<file path="src/rtl/uart_rx_ctrl.sv">
// uart_rx_ctrl: UART receive frame sequencer with mid-bit sampling, stop check and valid/ack output.
// Define UART_RX_PARITY_EN to add the PARITY state and the o_parity_err port.
module uart_rx_ctrl #(
  parameter int OSR        = 16,
  parameter int DATA_BITS  = 8,
  parameter int STOP_BITS  = 1,
  parameter int PARITY_ODD = 0
) (
  input  logic                 i_clk,
  input  logic                 i_rst,
  input  logic                 i_en,
  input  logic                 i_rx,
  input  logic                 i_ack,
  output logic [DATA_BITS-1:0] o_data,
  output logic                 o_valid,
  output logic                 o_frame_err,
  output logic                 o_overrun,
`ifdef UART_RX_PARITY_EN
  output logic                 o_parity_err,
`endif
  output logic                 o_busy
);
  localparam int CW = $clog2(OSR);
  localparam int BW = $clog2(DATA_BITS + 1);
  if (OSR < 4 || OSR % 2 != 0 || DATA_BITS < 5 || DATA_BITS > 9 ||
      STOP_BITS < 1 || STOP_BITS > 2 || PARITY_ODD < 0 || PARITY_ODD > 1) begin : g_bad_param
    $error("uart_rx_ctrl: parameter out of range");
  end
  typedef enum logic [2:0] {S_IDLE, S_START, S_DATA, S_PARITY, S_STOP} state_t;
`ifdef UART_RX_PARITY_EN
  localparam state_t S_AFTER_DATA = S_PARITY;
`else
  localparam state_t S_AFTER_DATA = S_STOP;
`endif
  state_t                r_state, w_next;
  logic [CW-1:0]         r_cnt;
  logic [BW-1:0]         r_bit;
  logic [DATA_BITS-1:0]  r_shift, r_data;
  logic                  r_ferr, r_valid, r_frame_err, r_overrun;
  logic                  w_mid, w_end, w_last_data, w_last_stop;
  logic                  w_shift, w_stop_smp, w_commit, w_take;
  assign w_mid       = r_cnt == CW'(OSR/2 - 1);
  assign w_end       = r_cnt == CW'(OSR - 1);
  assign w_last_data = r_bit == BW'(DATA_BITS - 1);
  assign w_last_stop = r_bit == BW'(STOP_BITS - 1);
  always_ff @(posedge i_clk)
    r_state <= i_rst ? S_IDLE : w_next;
  always_comb begin
    w_next = r_state;
    if (i_en)
      case (r_state)
        S_IDLE:   w_next = i_rx ? S_IDLE : S_START;
        S_START:  w_next = !w_mid ? S_START : (i_rx ? S_IDLE : S_DATA);
        S_DATA:   w_next = (w_end && w_last_data) ? S_AFTER_DATA : S_DATA;
`ifdef UART_RX_PARITY_EN
        S_PARITY: w_next = w_end ? S_STOP : S_PARITY;
`endif
        S_STOP:   w_next = (w_end && w_last_stop) ? S_IDLE : S_STOP;
        default:  w_next = S_IDLE;
      endcase
  end
  always_comb begin
    o_busy     = r_state != S_IDLE;
    w_shift    = i_en && w_end && r_state == S_DATA;
    w_stop_smp = i_en && w_end && r_state == S_STOP;
    w_commit   = w_stop_smp && w_last_stop;
    w_take     = i_ack && r_valid;
  end
  // counters restart on every state change so each field is timed from its own entry
  always_ff @(posedge i_clk)
    if (i_rst) begin
      r_cnt   <= '0;
      r_bit   <= '0;
      r_shift <= '0;
      r_ferr  <= 1'b0;
    end else begin
      if (w_next != r_state) begin
        r_cnt <= '0;
        r_bit <= '0;
      end else if (i_en && r_state != S_IDLE) begin
        r_cnt <= w_end ? '0 : r_cnt + 1'b1;
        if (w_shift || w_stop_smp)
          r_bit <= r_bit + 1'b1;
      end
      if (w_shift)
        r_shift <= {i_rx, r_shift[DATA_BITS-1:1]};
      r_ferr <= (r_state == S_STOP) && (r_ferr || (w_stop_smp && !i_rx));
    end
  always_ff @(posedge i_clk)
    if (i_rst) begin
      r_data      <= '0;
      r_valid     <= 1'b0;
      r_frame_err <= 1'b0;
      r_overrun   <= 1'b0;
    end else begin
      if (w_commit) begin
        r_data      <= r_shift;
        r_frame_err <= r_ferr || !i_rx;
      end
      r_valid   <= w_commit || (r_valid && !i_ack);
      r_overrun <= (r_overrun && !w_take) || (w_commit && r_valid && !i_ack);
    end
`ifdef UART_RX_PARITY_EN
  logic r_par_err, r_parity_err;
  always_ff @(posedge i_clk)
    if (i_rst) begin
      r_par_err    <= 1'b0;
      r_parity_err <= 1'b0;
    end else begin
      if (i_en && w_end && r_state == S_PARITY)
        r_par_err <= (^r_shift ^ i_rx) != 1'(PARITY_ODD);
      if (w_commit)
        r_parity_err <= r_par_err;
    end
  assign o_parity_err = r_parity_err;
`endif
  assign o_data      = r_data;
  assign o_valid     = r_valid;
  assign o_frame_err = r_frame_err;
  assign o_overrun   = r_overrun;
endmodule
</file>
<file path="config.mk">
export PLATFORM = sky130hd
export DESIGN_NAME = uart_rx_ctrl
export DESIGN_NICKNAME = d
export VERILOG_FILES = /design/src/rtl/uart_rx_ctrl.sv
export SDC_FILE = /design/constraint.sdc
export NUM_CORES = 1
export LEC_CHECK = 0
export ABC_AREA = 1
export CAP_MARGIN = 20
export CORE_ASPECT_RATIO = 0.7
export CORE_MARGIN = 3
export CORE_UTILIZATION = 45
export CTS_CLUSTER_SIZE = 16
export DETAILED_ROUTE_END_ITERATION = 7
export PLACE_DENSITY = 0.78
export SLEW_MARGIN = 40
export SYNTH_ARGS = -nofsm -noshare
export SYNTH_HDL_FRONTEND = slang
export SYNTH_SLANG_ARGS = --single-unit
</file>
<file path="constraint.sdc">
create_clock -name i_clk -period 1.6 [get_ports i_clk]
set_input_delay 0.32 -clock i_clk [delete_from_list [all_inputs] [get_ports i_clk]]
set_output_delay 0.32 -clock i_clk [all_outputs]
set_load 0.005 [all_outputs]
</file>
==> results of run 1 <==
-- logic make-up (layout without fill, tap and decap cells) --
group | after synthesis | in the layout | share of synthesized area, %
compound gates | 29 | 29 | 10.6
flops | 31 | 31 | 42.9
xor+xnor | 5 | 5 | 3.03
simple gates | 100 | 100 | 33.7
buf+inv | 27 | 66 | 7.19
fa+ha+maj | 3 | 3 | 2.60
-- routing by layer --
| layer | part of all wire, % | vias to the layer above | wire (microns) | track usage (%) |
|---|---|---|---|---|
| met2 | 40 | 25 | 1340 | 25.7 |
| li1 | - | 700 | - | - |
| met3 | 4.8 | 9 | 159 | 5.88 |
| met1 | 53 | 594 | 1740 | 25.4 |
| met4 | 2.1 | 0 | 68 | 10.8 |
| met5 | 0 | - | 0 | 0 |
-- final cells by class --
| type | count | area [sq um] | share of cell area, % |
|---|---|---|---|
| well taps | 36 | 45.0 | 2.33 |
| clock buffers | 6 | 82.6 | 4.27 |
| multi-input cells | 137 | 759 | 39.2 |
| inverters | 23 | 90.1 | 4.65 |
| flip-flops and latches | 31 | 637 | 32.9 |
| repair buffers | 35 | 309 | 16.0 |
| repair inverters | 1 | 7.51 | 0.388 |
| clock inverters | 1 | 5.00 | 0.259 |
-- path summary, 6_finish.rpt --
path,to,slack [ps],depth (start not counted)
setup / recovery,r_bit[1],50,9
hold reg to reg,o_data[0],460,2
hold / removal,o_data[0],460,2
setup reg to reg,r_bit[1],50,9
-- cells in the mapped netlist --
| library cell | n |
|---|---|
| nor2_2 | 10 |
| nand3_1 | 8 |
| nand2_1 | 46 |
| nand2_2 | 3 |
| nand3_2 | 1 |
| dfxtp_1 | 31 |
| nand4_1 | 4 |
| nor2_1 | 20 |
| a31oi_1 | 1 |
| nor3_1 | 2 |
| inv_2 | 4 |
| nor3b_1 | 1 |
| clkinv_1 | 4 |
| o21ai_1 | 1 |
| ha_1 | 3 |
| a21oi_1 | 16 |
| o21ai_2 | 1 |
| nand2_4 | 1 |
| a211oi_1 | 1 |
| clkbuf_1 | 2 |
| nor3_4 | 2 |
| nor2_4 | 1 |
| inv_1 | 15 |
| buf_2 | 2 |
| nor3_2 | 1 |
| o21ai_0 | 9 |
| xor2_1 | 5 |
-- cell usage in the layout (no fill, tap or decap) --
cell type        instances
clkinv_1                 2
nor2_1                  19
nor3b_1                  1
buf_4                   17
dfxtp_4                  4
nand2_4                  2
buf_6                    2
a21oi_1                 16
o21ai_2                  2
clkdlybuf4s50_1         15
nand2_2                  3
ha_1                     2
dfxtp_2                  1
clkinv_2                 1
a31oi_1                  1
nor2_4                   2
o21ai_0                  9
nor3_1                   2
nor3_4                   2
inv_2                    5
nand2_1                 45
nor2_2                  10
inv_1                   15
ha_4                     1
nand3_1                  8
clkinvlp_4               2
clkbuf_8                 6
dlygate4sd2_1            1
xor2_1                   5
dfxtp_1                 26
a211oi_1                 1
nand4_1                  4
nand3_4                  1
nor3_2                   1
-- report_power, final --
group          total (mW)  internal [mW]  switching [mW]
clock network       0.612          0.337           0.276
logic              0.0991         0.0405          0.0586
registers           0.778          0.771         0.00615
-- sequential cells by signal (all words and copies together), names as in the netlist --
register and cells:
r_shift 8, r_ferr 1, r_state 3, r_bit 4, o_overrun 1, o_frame_err 1, o_valid 1, o_data 8
r_cnt 4
-- metrics by stage --
stage	std cells	instance area (sq um)	util, %	power (mW)	hold slack, ps
6_report	270	1940	66.2	1.49	465
5_1_grt	270	1940	66.2	1.55	488
4_1_cts	266	1850	63.4	1.50	460
3_5_place_dp	257	1740	59.5	0.893	450
3_3_place_gp	257	1740	59.5	0.893	453
2_1_floorplan	195	1450	-	0.851	389
-- worst register-to-register path: stages, from the launching register on --
cell and delay [ps]:
dfxtp_4 370, buf_4 150, nor3_4 290, o21ai_2 110, nand2_1 100, nand3_1 80, nand2_1 100, nor2_2 50
nand2_4 140, nor2_2 50
-- timing repair --
item	in CTS	in global routing
hold buffers	0	0
cloned	0	1
pin swaps	0	8
resized for setup	8	15
endpoints found under the setup margin	1	21
hold endpoints to repair	0	0
setup buffers	2	4
==> out/results.ini, run 1 <==
[run_status]
status=finished, final reports clean

[grt]
antenna_found_initial=0
grt-ovfl-total=0
grt_use_total_pct=18.8
grt_max_degree=14
grt_pass1_vias=1230
grt_pass1_wl_microns=5420

[sta]
fmax_mhz=646
tightest_slew_ps=281
tns_ps=0
fin_crit_ps=1550
report.final.slew_viol_count=0
finalSetupViolCount=0
slew_headroom_pct=81.2
min_period_over_period_pct=96.7
skew_ps=3.81
fin_ws_ps=52.4
hold_viol_final=0

[worst_setup_path]
worstPathRequired_ps=1770
worst-path-buf-inv=1
critical_path_class=register to register
cp_slowest_cell=dfxtp_4
start_kind=register
crit_chain=buf_4 -> nor3_4 -> o21ai_2 -> nand2_1 -> nand3_1 -> nand2_1 -> nor2_2 -> nand2_4 -> nor2_2
worstSetupStartpoint=r_state[1]
crit_path_max_incr_delay_ps=370
r2r-start=r_state[1]
cp_max_fo=8
end_kind=register
cp.arrival_ps=1720
cp_top_family=simple AND/OR/NAND/NOR gates

[die]
start_util_pct=49.4
dieArea_sq_mm=0.00394
row_count=16
die_y_microns=53.4
die_w_microns=73.7
core_sq_mm=0.00292
ios=17

[clocking]
cts_tree=done
cts_made_buffers=5
h-tree-depth=2
ctsLongestPathBuffers=2
clkSinkCount=31
clkSlewWorstSetupHoldPaths_ps=60
cts_root_buffer=clkbuf_8
clk_latency_ps=280

[finish]
drive_gt1_share_pct=26.5
area_growth_pct=33.9
nFillCells=241
fin_nets=242
insertedDiodeCount=0

[synth]
netlist-cell-type-count=27
synth_seq_cells=31
yosysWarnings=0
synth_top_area_share_pct=42.9
avgSynthCellArea_sq_um=7.41
yosysSeqAreaShare_pct=42.9
synth_cells=195
synth_nets=203
synth_top_cell_by_area=dfxtp_1
synth_area_sq_mm=0.00145
yosys-top-cells-area=dfxtp_1, nand2_1, a21oi_1, nor2_1, nor2_2

[worst_hold_path]
worstHoldStart=r_shift[0]
hp-class=register to register

[placed_design]
place_congestion=0.872
post-place-ws_ps=-163
place_hpwl_microns=2190
port_buffers=16

[routing]
vias_per_cell=4.92
wl_per_cell_microns=12.2
wl_microns=3310
drt-pass1-iter-count=4
postRouteAntennaNets=0
routed-via-count=1328
drc=0
drt_iter0_markers=91

[run]
drv_cap=0

[power]
peakVddDrop_mv=0.526
p_leak_nw=0.732
powerDensity_mw_per_mm2=769

No activity file was read; power rests on OpenSTA's default activity.
==> inputs of run 2 (changes only) <==
Settings changed: HOLD_SLACK_MARGIN set to 0.1, PLACE_DENSITY 0.78 to 0.66, REMOVE_ABC_BUFFERS set to 1.
==> run 2 against run 1 <==
Compared with the run above: combinational power is 9% higher; register-to-register slack better by 40 ps; routed wire length is 1.6% lower; sequential power hardly changed; worst setup slack better by 42 ps; worst hold slack worse by 6.7 ps; first-iteration DRC count is 1.1% lower; highest routed layer unchanged.
==> out/results.ini, run 2 (synthesized netlist as in run 1, its figures left out) <==
[worst_hold_path]
hp-class=register to register  ; unchanged
holdPathStages=2  ; unchanged
worstHoldStart=r_ferr  ; was r_shift[0]

[clocking]
clkSinkCount=31  ; unchanged
ctsHoldBuffers=0  ; unchanged
cts_tree=done  ; unchanged
cts_made_buffers=5  ; unchanged
cts_root_buffer=clkbuf_8  ; unchanged
ctsLongestPathBuffers=2  ; unchanged
h-tree-depth=2  ; unchanged
clk_latency_ps=280  ; about the same
clkSlewWorstSetupHoldPaths_ps=70  ; was 60 ps

[finish]
insertedDiodeCount=0  ; unchanged
layoutNonFillerInstCount=269  ; was 270
area_growth_pct=32.9  ; was 33.9%
fin_nets=240  ; was 242
fin_area_sq_mm=0.00192  ; was 0.00194 sq mm
layout_commonest_cell=nand2_1  ; unchanged
drive_gt1_share_pct=27.5  ; was 26.5%
postLayoutCoreUtil_pct=65.7  ; was 66.2%
layout_common_cells=nand2_1, dfxtp_1, nor2_1  ; unchanged
nFillCells=251  ; was 241

[placed_design]
port_buffers=16  ; unchanged
place_hpwl_microns=2380  ; was 2190 microns
placed_cells=258  ; was 257
place_congestion=0.818  ; was 0.872
place_area_sq_mm=0.00175  ; was 0.00174 sq mm

[routing]
routed-via-count=1343  ; was 1,328
postRouteAntennaNets=0  ; unchanged
vias_per_cell=4.99  ; was 4.92
drt-pass1-iter-count=4  ; unchanged
drt_iter0_markers=90  ; was 91
drc=0  ; unchanged
wl_microns=3250  ; was 3310 microns
wl_per_cell_microns=12.1  ; was 12.2 microns

[grt]
grt_pass1_vias=1295  ; was 1,230
antenna_found_initial=0  ; unchanged
grt-ovfl-total=0  ; unchanged
grt_max_degree=14  ; unchanged
grt_use_total_pct=19.0  ; was 18.8%
grt_pass1_wl_microns=5680  ; was 5420 microns

[worst_setup_path]
r2r-start=r_state[0]  ; was r_state[1]
cp.arrival_ps=1720  ; about the same
cp_max_fo=8  ; unchanged
start_kind=register  ; unchanged
end_kind=register  ; unchanged
worstSetupStartpoint=r_state[0]  ; was r_state[1]
critical_path_class=register to register  ; unchanged
worstPathRequired_ps=1810  ; was 1770 ps
reg2reg_depth=9  ; unchanged

[sta]
skew_ps=6.72  ; was 3.81 ps
hold_viol_final=0  ; unchanged
finalSetupViolCount=0  ; unchanged
fin_crit_ps=1510  ; was 1550 ps
tightest_slew_ps=298  ; was 281 ps
fmax_mhz=664  ; was 646 MHz
min_period_over_period_pct=94.1  ; was 96.7%
slew_headroom_pct=80.0  ; was 81.2%
report.final.slew_viol_count=0  ; unchanged

[die]
start_util_pct=49.4  ; unchanged
row_count=16  ; unchanged
dieArea_sq_mm=0.00394  ; unchanged
core_sq_mm=0.00292  ; unchanged
ios=17  ; unchanged
die_y_microns=53.4  ; unchanged
die_w_microns=73.7  ; unchanged

[power]
p_leak_nw=0.726  ; was 0.732 nW
pwr-share-clk_pct=43.1  ; was 41.1%
peakVddDrop_mv=0.563  ; was 0.526 mV
powerDensity_mw_per_mm2=809  ; was 769 mW/mm^2
internal-power_mw=1.21  ; was 1.15 mW
swShare_pct=22.1  ; was 22.9%
power_frac_seq_pct=50.0  ; was 52.2%
combPwrFrac_pct=6.9  ; was 6.7%
p_sw_mw=0.343  ; was 0.340 mW

[run_status]
status=finished, final reports clean  ; unchanged

[run]
drv_cap=0  ; unchanged

[run 2: worst paths after layout]
| kind | to | slack (ps) |
|---|---|---|
| setup / recovery | r_bit[1] | 90 |
| hold / removal | r_ferr | 460 |
| setup reg to reg | r_bit[1] | 90 |
| hold reg to reg | r_ferr | 460 |
[run 2: layout make-up]
class / instances / area [sq um] / area share [%]
clock buffer: 8 / 100 / 5.21
timing repair buffer: 34 / 294 / 15.3
multi-input combinational: 137 / 759 / 39.5
inverter: 23 / 86.3 / 4.50
tap: 36 / 45.0 / 2.35
sequential: 31 / 636 / 33.1
[run 2: critical path, cell delays in order (launching register included)]
cell     delay, ps
dfxtp_2        340
buf_4          150
nor3_4         250
o21ai_2        100
buf_4          140
nand4_1         80
nand2_2         70
nor2_4         100
nand2_4        110
nor2_2         100
[run 2: metrics by stage]
stage / hold WS, ps / TNS (ps) / total power, mW / setup WS (ps)
detailed placement: 449 / -1390 / 0.902 / -149
finish: 458 / 0 / 1.55 / 94.8
CTS: 459 / 0 / 1.57 / 43.0
global route: 482 / -49.8 / 1.62 / -16.8
floorplan: 389 / -51.6 / 0.844 / -5.74
global placement: 447 / -1140 / 0.900 / -92.7
[run 2: repair_timing]
action	CTS	global route
pin swaps	0	6
gates resized for setup	10	11
setup buffers	1	2
endpoints found under the setup margin	9	19
[run 2: power by group through the flow]
stage	logic (mW)	registers, mW	clock network (mW)
2_1_floorplan	0.0462	0.798	0
5_1_grt	0.120	0.776	0.719
3_5_place_dp	0.106	0.795	0
3_3_place_gp	0.105	0.795	0
4_1_cts	0.107	0.775	0.689
6_report	0.108	0.776	0.670
[run 2: routing by layer]
metal | routed length [microns] | global-route usage [%]
met3 | 130 | 4.93
met2 | 1430 | 29.1
met4 | 36 | 5.72
met5 | 0 | 0
met1 | 1660 | 26.0
